<file path="src/rtl/pipeline_hazard_ctrl.sv">
// pipeline_hazard_ctrl: RAW-hazard scoreboard and stall/flush sequencing for a
// five-stage MIPS pipeline without forwarding.
//   clk, reset (async, active-low)
//   id_*              decode-stage instruction fields
//   mem_branch_taken  branch in MEM resolved taken
//   ext_hold          global freeze
//   cnt_clr           synchronous clear of the performance counters
//   *_en, *_flush, id_ex_bubble, stall   pipeline controls
//   stall_cnt, flush_cnt                 saturating performance counters
module pipeline_hazard_ctrl #(
  parameter int CNT_W     = 16,
  parameter bit WB_BYPASS = 1
) (
  input  logic             clk,
  input  logic             reset,
  input  logic             id_valid,
  input  logic [4:0]       id_rs,
  input  logic [4:0]       id_rt,
  input  logic             id_uses_rs,
  input  logic             id_uses_rt,
  input  logic             id_wr_en,
  input  logic [4:0]       id_wr_reg,
  input  logic             id_jump,
  input  logic             mem_branch_taken,
  input  logic             ext_hold,
  input  logic             cnt_clr,
  output logic             pc_en,
  output logic             if_id_en,
  output logic             id_ex_en,
  output logic             ex_mem_en,
  output logic             mem_wb_en,
  output logic             if_id_flush,
  output logic             id_ex_bubble,
  output logic             ex_mem_flush,
  output logic             stall,
  output logic [CNT_W-1:0] stall_cnt,
  output logic [CNT_W-1:0] flush_cnt
);
  localparam logic [CNT_W-1:0] CNT_MAX = '1;
  logic       ex_v, mem_v, wb_v;
  logic [4:0] ex_r, mem_r, wb_r;
  logic       rs_hit, rt_hit, hazard, br, st, iss, jmp;
  // With WB_BYPASS the register bank writes before it reads, so WB never conflicts.
  always_comb begin
    rs_hit = id_uses_rs && id_rs != 5'd0 &&
             ((ex_v && ex_r == id_rs) || (mem_v && mem_r == id_rs) ||
              (!WB_BYPASS && wb_v && wb_r == id_rs));
    rt_hit = id_uses_rt && id_rt != 5'd0 &&
             ((ex_v && ex_r == id_rt) || (mem_v && mem_r == id_rt) ||
              (!WB_BYPASS && wb_v && wb_r == id_rt));
    hazard = id_valid && (rs_hit || rt_hit);
  end
  // Priority: hold > taken branch > hazard stall > issue (jump flush only on issue).
  assign br  = !ext_hold && mem_branch_taken;
  assign st  = !ext_hold && !br && hazard;
  assign iss = !ext_hold && !br && !hazard;
  assign jmp = iss && id_valid && id_jump;
  assign pc_en        = iss || br;
  assign if_id_en     = iss || br;
  assign id_ex_en     = !ext_hold;
  assign ex_mem_en    = !ext_hold;
  assign mem_wb_en    = !ext_hold;
  assign if_id_flush  = br || jmp;
  assign id_ex_bubble = br || st;
  assign ex_mem_flush = br;
  assign stall        = st;
  always_ff @(posedge clk or negedge reset) begin
    if (!reset) begin
      ex_v      <= 1'b0;
      mem_v     <= 1'b0;
      wb_v      <= 1'b0;
      ex_r      <= 5'd0;
      mem_r     <= 5'd0;
      wb_r      <= 5'd0;
      stall_cnt <= '0;
      flush_cnt <= '0;
    end else begin
      if (!ext_hold) begin
        wb_v  <= mem_v;
        wb_r  <= mem_r;
        mem_v <= ex_v && !br;
        mem_r <= ex_r;
        ex_v  <= iss && id_valid && id_wr_en && id_wr_reg != 5'd0;
        ex_r  <= id_wr_reg;
      end
      stall_cnt <= cnt_clr ? '0 : (st && stall_cnt != CNT_MAX) ? stall_cnt + 1'b1 : stall_cnt;
      flush_cnt <= cnt_clr ? '0 : ((br || jmp) && flush_cnt != CNT_MAX) ? flush_cnt + 1'b1 : flush_cnt;
    end
  end
endmodule

</file>
<file path="config.mk">
export PLATFORM = sky130hd
export DESIGN_NAME = pipeline_hazard_ctrl
export DESIGN_NICKNAME = d
export VERILOG_FILES = /design/src/rtl/pipeline_hazard_ctrl.sv
export SDC_FILE = /design/constraint.sdc
export NUM_CORES = 1
export LEC_CHECK = 0
export BUFFER_PORTS_ARGS = -buffer_cell sky130_fd_sc_hd__buf_2
export CAP_MARGIN = 20
export CORE_UTILIZATION = 40
export DETAILED_ROUTE_END_ITERATION = 8
export PLACE_DENSITY = 0.73
export RECOVER_POWER = 50
export SYNTH_ARGS = -nofsm -noshare
export SYNTH_HDL_FRONTEND = slang
export SYNTH_SLANG_ARGS = --single-unit
</file>
<file path="constraint.sdc">
create_clock -name clk -period 2.3 [get_ports clk]
set_clock_uncertainty 0.05 [all_clocks]
set_input_delay 0.46 -clock clk [delete_from_list [all_inputs] [get_ports clk]]
set_output_delay 0.46 -clock clk [all_outputs]
set_load 0.02 [all_outputs]
</file>
==> impl_metrics.tcl <==
set metrics [dict create \
    dp_hpwl_mm 4.87 \
    reg2reg_from "ex_r[4]" \
    ir_drop_uv 268 \
    drt-total-wl_mm 6.83 \
    drive_gt1_share_pct 42.7 \
    ys_ff_latch 44 \
    clk_root_buffer_cell "clkbuf_8" \
    yosys.area.top_type "dfrtp_1" \
    avgSynthCellArea_um2 9.22 \
    hold_viol 0 \
    path_buf_inv 2 \
    num_antenna_cells 0 \
    synth_seq_area_share_pct 42.7 \
    start_kind "input port" \
    startpoint "id_rt[0]" \
    die_area_um2 6780 \
    power.density_nw_per_um2 449 \
    critPathArrivalTime_ns 1.89 \
    synth_fp_nets 307 \
    worst-path-max-fanout 4 \
    io_buffers 65 \
    multiInputGateArea_um2 1570 \
    violations "setup timing" \
    fillers 515 \
    rows 28 \
    worst_slew_pin_slew_ns 0.940 \
    ant_nets 0 \
    gp_congestion 0.848 \
    setup_violations 8 \
    grt_use_total_pct 20.4 \
    holdWs_ns 0.173 \
    core_um2 6060 \
    crit_required_ns 1.79 \
    initial_core_util_pct 42.6 \
    cts.sinks 44 \
    final_nets 401 \
    synth.distinct_cells 37 \
    cp_slowest_cell "or3_4" \
    die_h_um 82.3 \
    syn-cell-area_um2 2580 \
    post-route-period-util_pct 104 \
    end_kind "output pin" \
    status "finished with violations" \
    cts_max_level 2 \
    clk_pin_slew_ns 0.08 \
    grt_max_degree 39 \
    cp_top_family "compound AO/OA/AOI/OAI gates" \
    vias 2502 \
    drv_slew 0 \
    yosys_warnings 0 \
    drc 0 \
    final_common_cell "buf_2" \
    drtPass1Iterations 4 \
    synth_top_area_share_pct 42.7 \
    drt_iter0_drc 134 \
    antenna_found_initial 0 \
    grt_pass1_vias 2239 \
    cts_buffer_depth 2 \
    wl_per_cell_um 15.2 \
    cp_common_cell "buf_6" \
    tns_ns -0.358 \
    die_width_um 82.3 \
    leakage_uw 0.00160 \
    drv_cap 0 \
    cts_tree "yes" \
    setup_slack_ns -0.0952 \
    io_pins 66 \
    grt-ovfl-total 0 \
    crit_type "in -> out" \
    final_cell_mix "buf_2 (54), dfrtp_1 (43), buf_4 (31)" \
    synth_area_leaders "dfrtp_1 (43%), xnor2_1 (7.1%), mux2_2 (6.5%)" \
    seqCellArea_um2 1100 \
    syn_to_final_growth_pct 39.6 \
    clock.fmax_mhz 418 \
    grt_pass1_wl_mm 10.5 \
    period_needed_ns 2.40 \
    crit_path_max_incr_delay_ns 0.37 \
    synthCells 280 \
    path_cells "buf_6, or3_4, o311a_4, a22o_4, a21oi_4, buf_6" \
    rsz0062_at_grt "yes" \
    clk-insertion-delay-late_ns 0.29 \
    viasPerCell 5.56 \
    hold_path.class "in -> async" \
    numCtsBuffers 5 \
    relSlewSlack_pct 37.4 \
]
## stage by stage
step	utilization (%)	total power (µW)	worst slack, ns	cells	instance area (µm²)
finish	59.4	1620	-0.0952	450	3600
global route	59.4	1690	-0.132	450	3600
CTS	55.6	1600	-0.125	444	3370
detailed placement	52.7	1080	-0.241	434	3190
global placement	52.7	1080	-0.200	434	3190
floorplan	-	990	-0.0434	280	2620
## routing by layer
metal	wire, µm	GRT usage, %
met1	2950	27.1
met2	3400	34.1
met3	389	3.63
met4	81	5.09
met5	0	0
## Yosys cell counts
master / number
or3_1: 16
a41oi_1: 1
nor2b_1: 5
a22oi_4: 1
o21a_1: 1
o22ai_1: 2
and4_1: 2
inv_1: 10
nand2_1: 25
and3_1: 5
and2_1: 5
mux2i_1: 1
o21ba_2: 1
a31oi_2: 1
dfrtp_1: 44
nor4_1: 2
buf_4: 4
buf_1: 3
nor2_1: 11
xnor2_1: 21
nand3_1: 11
buf_2: 3
o31ai_1: 3
o21ai_0: 20
mux2_2: 15
a22o_1: 2
a21oi_1: 24
or4_1: 5
nand4_1: 15
clkbuf_1: 7
ha_1: 2
nand4b_1: 3
o311a_1: 2
buf_6: 1
o211ai_1: 1
nor3_1: 4
xor2_1: 1
## kinds of logic after synthesis
| kind of cell | count (synthesis) | synth area share, % |
|---|---|---|
| AND/OR/NAND/NOR | 109 | 22.9 |
| AO/OA/AOI/OAI | 59 | 14.0 |
| flip-flops | 44 | 42.7 |
| buffers and inverters | 28 | 5.09 |
| XOR/XNOR | 22 | 7.47 |
| multiplexers | 16 | 6.93 |
| adder cells (fa/ha/maj) | 2 | 0.969 |
## registers in the layout, indices dropped and copies added (netlist names)
register and flops:
flush_cnt 16, ex_r 5, mem_v 1, ex_v 1, stall_cnt 16, mem_r 5
## worst paths after layout
check,end,slack [ns],cells after the start
min,stall_cnt[9],0.17,1
min reg2reg,stall_cnt[9],0.51,2
max reg2reg,flush_cnt[3],0.01,10
min in group clk,ex_r[0],0.36,2
max in group asynchronous,ex_r[3],0.65,2
max,if_id_en,-0.1,6
## area by class of cell
| class | instances | area share (%) |
|---|---|---|
| repair buffers | 105 | 19.8 |
| inverters | 10 | 1.04 |
| flip-flops and latches | 44 | 30.6 |
| multi-input cells | 208 | 43.5 |
| clock buffers | 8 | 2.50 |
| well taps | 75 | 2.61 |
## power by group
part | internal, µW | leakage (µW) | switching, µW
logic | 143 | 0.000969 | 140
registers | 800 | 0.000590 | 35.5
clock network | 245 | 0.0000455 | 252
## repair_timing
action	in CTS	in global routing
resized for setup	19	39
setup buffers	2	4
cloned	0	2
endpoints found under the setup margin	8	32
hold buffers	0	0
pin swaps	6	36
Note: power is estimated with default switching activity, not from simulation.
